`config.mk`:
```
export PLATFORM = sky130hd
export DESIGN_NAME = three_phase_pwm
export DESIGN_NICKNAME = d
export VERILOG_FILES = /design/src/rtl/three_phase_pwm.sv
export SDC_FILE = /design/constraint.sdc
export NUM_CORES = 1
export LEC_CHECK = 0
export ABC_AREA = 0
export CELL_PAD_IN_SITES_DETAIL_PLACEMENT = 0
export CELL_PAD_IN_SITES_GLOBAL_PLACEMENT = 1
export CORE_MARGIN = 1
export CORE_UTILIZATION = 45
export CTS_CLUSTER_SIZE = 25
export DETAILED_ROUTE_END_ITERATION = 7
export PLACE_DENSITY_LB_ADDON = 0.1
export SLEW_MARGIN = 20
export SYNTH_ARGS = -nofsm -noshare
export SYNTH_HDL_FRONTEND = slang
export SYNTH_SLANG_ARGS = --single-unit
```
`constraint.sdc`:
```
create_clock -name clk -period 5.4 [get_ports clk]
set_input_delay 0.54 -clock clk [delete_from_list [all_inputs] [get_ports clk]]
set_output_delay 0.54 -clock clk [all_outputs]
set_load 0.01 [all_outputs]
```
`src/rtl/three_phase_pwm.sv`:
```
// Three-phase centre-aligned PWM: one shared up/down carrier, double-buffered
// references, and an independent dead-time leg FSM per phase.
module three_phase_pwm #(
  parameter int CARRIER_MAX = 2000,
  parameter int DEADTIME    = 10
) (
  input  logic        clk,
  input  logic        rst_n,
  input  logic        en,
  input  logic        ref_valid,
  input  logic [15:0] ref1,
  input  logic [15:0] ref2,
  input  logic [15:0] ref3,
  output logic [2:0]  gate_h,
  output logic [2:0]  gate_l,
  output logic        period_start
);

  localparam logic [15:0] CNT_MAX     = 16'(CARRIER_MAX);
  localparam logic [7:0]  DEAD_CYCLES = 8'(DEADTIME);

  typedef enum logic [1:0] {
    LEG_OFF,
    LEG_HI,
    LEG_LO,
    LEG_DEAD
  } leg_state_t;

  logic        armed;
  logic        run;
  logic        at_zero;
  logic [15:0] cnt;
  logic        cnt_up;

  logic [15:0] shadow_ref [3];
  logic [15:0] act_ref    [3];
  logic [2:0]  cmp;

  leg_state_t  leg_state    [3];
  leg_state_t  leg_state_nx [3];
  logic [2:0]  target;
  logic [2:0]  target_nx;
  logic [7:0]  dead_cnt     [3];
  logic [7:0]  dead_cnt_nx  [3];
  logic [2:0]  gate_h_nx;
  logic [2:0]  gate_l_nx;

  // Reset release is taken through one flop, so the first enabled cycle is
  // the one after the first clock edge following release.
  always_ff @(posedge clk or negedge rst_n) begin
    if (!rst_n) armed <= 1'b0;
    else        armed <= 1'b1;
  end

  assign run     = en & armed;
  assign at_zero = run && (cnt == 16'd0);

  // NOTE: every clocked block uses non-blocking assignments so all flops see
  // the pre-edge values of each other, independent of block ordering.
  always_ff @(posedge clk or negedge rst_n) begin
    if (!rst_n) begin
      cnt    <= 16'd0;
      cnt_up <= 1'b1;
    end else if (!run) begin
      cnt    <= 16'd0;
      cnt_up <= 1'b1;
    end else if (cnt_up) begin
      cnt <= cnt + 16'd1;
      if (cnt == CNT_MAX - 16'd1) cnt_up <= 1'b0;
    end else begin
      cnt <= cnt - 16'd1;
      if (cnt == 16'd1) cnt_up <= 1'b1;
    end
  end

  // NOTE: the reference registers are cleared with the rest of the state so a
  // stale sample can never reach a gate after reset.
  // A strobe on the load cycle lands in the shadow at the same edge the active
  // copy reads the shadow, so the active copy takes the previous sample.
  always_ff @(posedge clk or negedge rst_n) begin
    if (!rst_n) begin
      for (int i = 0; i < 3; i++) begin
        shadow_ref[i] <= 16'd0;
        act_ref[i]    <= 16'd0;
      end
      period_start <= 1'b0;
    end else begin
      if (ref_valid) begin
        shadow_ref[0] <= ref1;
        shadow_ref[1] <= ref2;
        shadow_ref[2] <= ref3;
      end
      if (at_zero) begin
        for (int i = 0; i < 3; i++) act_ref[i] <= shadow_ref[i];
      end
      period_start <= at_zero;
    end
  end

  always_comb begin
    for (int i = 0; i < 3; i++) cmp[i] = (act_ref[i] > cnt);
  end

  // NOTE: every output of this block is given a default before any branch, so
  // no path can leave a value unassigned and infer a latch.
  always_comb begin
    for (int i = 0; i < 3; i++) begin
      leg_state_nx[i] = leg_state[i];
      target_nx[i]    = target[i];
      dead_cnt_nx[i]  = dead_cnt[i];

      if (!run) begin
        leg_state_nx[i] = LEG_OFF;
      end else begin
        unique case (leg_state[i])
          LEG_OFF: begin
            leg_state_nx[i] = LEG_DEAD;
            target_nx[i]    = cmp[i];
            dead_cnt_nx[i]  = DEAD_CYCLES;
          end
          LEG_HI: begin
            if (!cmp[i]) begin
              leg_state_nx[i] = LEG_DEAD;
              target_nx[i]    = 1'b0;
              dead_cnt_nx[i]  = DEAD_CYCLES;
            end
          end
          LEG_LO: begin
            if (cmp[i]) begin
              leg_state_nx[i] = LEG_DEAD;
              target_nx[i]    = 1'b1;
              dead_cnt_nx[i]  = DEAD_CYCLES;
            end
          end
          LEG_DEAD: begin
            if (cmp[i] != target[i]) begin
              target_nx[i]   = cmp[i];
              dead_cnt_nx[i] = DEAD_CYCLES;
            end else if (dead_cnt[i] == 8'd0) begin
              leg_state_nx[i] = target[i] ? LEG_HI : LEG_LO;
            end else begin
              dead_cnt_nx[i] = dead_cnt[i] - 8'd1;
            end
          end
          default: leg_state_nx[i] = LEG_OFF;
        endcase
      end

      gate_h_nx[i] = (leg_state_nx[i] == LEG_HI);
      gate_l_nx[i] = (leg_state_nx[i] == LEG_LO);
    end
  end

  // Gates are flopped from the next state so they line up with the state
  // register; HI and LO are exclusive, so one leg can never drive both.
  always_ff @(posedge clk or negedge rst_n) begin
    if (!rst_n) begin
      for (int i = 0; i < 3; i++) begin
        leg_state[i] <= LEG_OFF;
        dead_cnt[i]  <= 8'd0;
      end
      target <= 3'b000;
      gate_h <= 3'b000;
      gate_l <= 3'b000;
    end else begin
      for (int i = 0; i < 3; i++) begin
        leg_state[i] <= leg_state_nx[i];
        dead_cnt[i]  <= dead_cnt_nx[i];
      end
      target <= target_nx;
      gate_h <= gate_h_nx;
      gate_l <= gate_l_nx;
    end
  end

endmodule

```
==> summary.txt <==
STA
  – Setup Viol. Count Final: 0
  – Final setup TNS: 0 ps
  – Fin. Hold Viols: 0
  – Post-layout min period: 3340 ps
  – Slew Viols, Final: 0
  – Worst-margin pin slew: 1040 ps
  – Period utilisation layout: 0.618
  – Worst slew margin: 0.310
  – RSZ-0062 raised after global routing: no
  – Max Freq: roughly 300 MHz
  – Skew final: roughly 7.3 ps

Yosys
  – Syn Std Cell Area: between 8000 and 9000 µm²
  – Complex-gate fraction of the synthesized area: 0.0948
  – Yosys cell types: 70
  – Mean post-synth cell area: around 11 µm²
  – Dominant synthesized flop cell: dfrtp_1
  – XOR/XNOR Fraction of Synth Area: 0.0227
  – Multiplexer share of the synthesized area: 0.150
  – Ys async rst share: 1.00
  – Synth warnings: 0
  – Post-Synthesis Cells: 711
  – Simple-Gate Fraction of Synth Area: 0.128
  – Post-Synth Adder-Cell Area: 0.103
  – Number of synthesized flops with an enable pin: 0
  – Largest family of logic cells by synthesized area: multiplexers
  – Syn_nets: 830
  – Post-synthesis sequential area ratio: 0.476
  – Flops & latches, synth: 154

Route
  – ANT nets after route: 0
  – Drc violations: 0
  – Routed via count: 5567
  – Drt wl/cell: roughly 17 µm
  – Total Wirelength: about 17000 µm
  – Pre-antenna DRT Iters: 4
  – Met2 routed WL: 8150 µm
  – Max Used Layer: met4
  – Via/cell ratio: ~5.5
  – Met1 Wirelength: 7740 µm
  – Starting DRT DRC Count: 257
  – Met3 wire len: around 620 µm

Finish
  – Util after Layout: 0.546
  – Antenna Cells: 0
  – FF+latch area: ~3900 µm²
  – Non-Filler Instances: a little over 1000
  – Share of cells above drive strength 1: 0.195
  – Commonest non-fill, non-tap cell in the layout: dfrtp_1
  – Area of the multi-input gates: approximately 4000 µm²
  – Area grow syn2layout: 17.2%
  – Number of fill cells: about 1500
  – Fin nets: about 890
  – Most frequent cells in the layout: dfrtp_1 (153), mux2_2 (96), ha_1 (67), clkdlybuf4s50_1 (56), nor2_1 (50)
  – Final instance area: around 9500 µm²

Die
  – Die ar.: roughly 19000 µm²
  – Core Area: ~17000 µm²
  – Rows: 48
  – I/O pins: a little under 60
  – Die width: roughly 140 µm
  – Die height: 136 µm
  – Initial Utilization: 0.465

Critical path
  – Critical Path Start Type: flip-flop
  – CP startpoint: cnt[4]$_DFF_PN0_
  – Worst Path Required: 5710 ps
  – Critical Path AT: 3650 ps
  – Critical Path Sink: target[0]$_DFFE_PN0P_
  – Reg-to-Reg Start: cnt[4]$_DFF_PN0_
  – Critical Path Fanout Max: 10
  – Reg-to-reg slack, setup: a little over 2000 ps
  – Critical setup path kind: reg2reg
  – RR Endpoint: target[0]$_DFFE_PN0P_
  – Setup crit end kind: flip-flop
  – R2R depth: 8

Placed design
  – GP Congestion: ~0.8
  – IO Port Bufs: between 50 and 60
  – Dpl cell area: approximately 8900 µm²
  – Post-DP HPWL: between 10000 and 15000 µm
  – Placed insts: approximately 980

Global route
  – Initial antenna violation count: 0
  – Pin count of the biggest net entering global routing: approximately 110
  – Total GRT Usage: 0.202
  – First-pass GRT wire length: approximately 29000 µm
  – Number of global-route vias before repair: between 5000 and 6000
  – Global route overflow: 0

Clocking
  – Clock Path Buffers: 2
  – Post-cts gate resize count: 0
  – H-tree Lvls: 4
  – Root buffer cell: clkbuf_16
  – # Post-CTS Setup Buffers: 0
  – Clock sink count: ~150
  – Hold Buf Count CTS: 0
  – Num CTS Buffers: 17
  – CTS tree: yes
  – CTS clk-pin slew, worst paths: roughly 70 ps
  – Clk_lat worst skew: roughly 430 ps

Pwr
  – Switching Share: 0.294
  – Clk pwr share: 0.374
  – Combinational power share: 0.188
  – P_leak: 4.00 nW
  – Pwr Total: ~0.0032 W
  – PwrDens: approximately 340 nW/µm²
  – NetSw: roughly 0.00095 W
  – Sequential power share: 0.438
  – Max rail drop VDD: roughly 210 µV
  – Int Power: 0.00228 W

Run
  – Maxcap violations: 0

Status
  – Outcome: finished, final reports clean

Worst hold path
  – Min-delay worst type: in2async
==> power groups by stage <==
stage               combinational (W)  sequential, W  clock (W)
finish                       0.000608        0.00141    0.00121
global route                 0.000698        0.00143    0.00129
CTS                          0.000615        0.00141    0.00124
detailed placement           0.000611        0.00144          0
global placement             0.000586        0.00143          0
floorplan                    0.000454        0.00139          0
==> cell families (layout without fill, tap and decap cells) <==
kind of cell	count (synthesis)	count (layout)
buffers and inverters	53	127
xor gates and xnor gates	21	21
other	1	1
AOI/OAI and AO/OA	114	114
muxes	108	108
adders and majority gates	67	67
DFF	154	154
and+or+nand+nor	193	193
==> layout make-up <==
| cell class | instances | share of cell area |
|---|---|---|
| clock buffers | 17 | 0.0448 |
| multi-input cells | 504 | 0.426 |
| repair buffers | 60 | 0.0625 |
| inverters | 35 | 0.0138 |
| well taps | 225 | 0.0296 |
| flip-flops and latches | 154 | 0.406 |
| clock inverters | 15 | 0.0175 |
==> metal layers <==
layer / track usage / vias up
met2: 0.331 / 97
met5: 0 / -
met1: 0.264 / 2738
met3: 0.0455 / 16
met4: 0.0623 / 0
li1: - / 2716
==> stage by stage <==
stage	hold WS [ps]	worst slack, ps
finish	189	2060
floorplan	244	2590
detailed placement	472	2080
CTS	302	2070
global route	274	1820
global placement	466	2120
==> worst min path at each step <==
stage               slack [ps]  cells after the start                  endpoint
floorplan                  240                      0    act_ref[0]$_DFFE_PN0P_
global placement           470                      2   act_ref[32]$_DFFE_PN0P_
detailed placement         470                      2   act_ref[32]$_DFFE_PN0P_
finish                     190                      1  dead_cnt[12]$_DFFE_PN0P_
CTS                        300                      1  dead_cnt[11]$_DFFE_PN0P_
global route               270                      1  dead_cnt[10]$_DFFE_PN0P_
==> critical path, stage by stage, from the launching register on <==
cell,delay (ps)
dfrtp_1,350
clkinv_1,330
ha_1,440
nand4_1,130
a2111oi_2,570
o31ai_1,240
a211oi_4,460
and2_1,370
mux2_1,350
==> sequential cells by signal, summed over array words and instances, names as in the netlist <==
| register | count |
|---|---|
| armed | 1 |
| dead_cnt | 24 |
| target | 3 |
| cnt_up | 1 |
| gate_l | 3 |
| shadow_ref | 48 |
| cnt | 16 |
| leg_state | 6 |
| period_start | 1 |
| gate_h | 3 |
| act_ref | 48 |
==> Yosys cell counts, types with 2 or more instances <==
cell	count	share of area
a2111oi_2	2	0.0037
a21o_1	7	0.0065
a21oi_1	40	0.025
a31oi_1	3	0.0023
and2_1	7	0.0054
and3_1	3	0.0023
buf_2	6	0.0037
clkbuf_1	11	0.0051
dfrtp_1	153	0.47
ha_1	67	0.10
inv_1	34	0.016
mux2_2	96	0.13
mux2i_1	10	0.012
nand2_1	29	0.013
nand2b_1	2	0.0015
nand3_1	14	0.0086
nand3b_1	3	0.0028
nand4_1	18	0.014
nand4b_1	2	0.0022
nor2_1	50	0.023
nor2b_1	6	0.0046
nor3_1	19	0.012
nor3b_1	4	0.0037
nor4_1	7	0.0054
nor4b_1	2	0.0022
o211ai_1	3	0.0028
o21a_1	5	0.0046
o21ai_0	26	0.016
o2bb2ai_1	2	0.0022
o31ai_1	5	0.0046
or3_1	14	0.011
or4_1	4	0.0037
xnor2_1	16	0.017
xor2_1	5	0.0054
No activity file was read; power rests on OpenSTA's default activity.
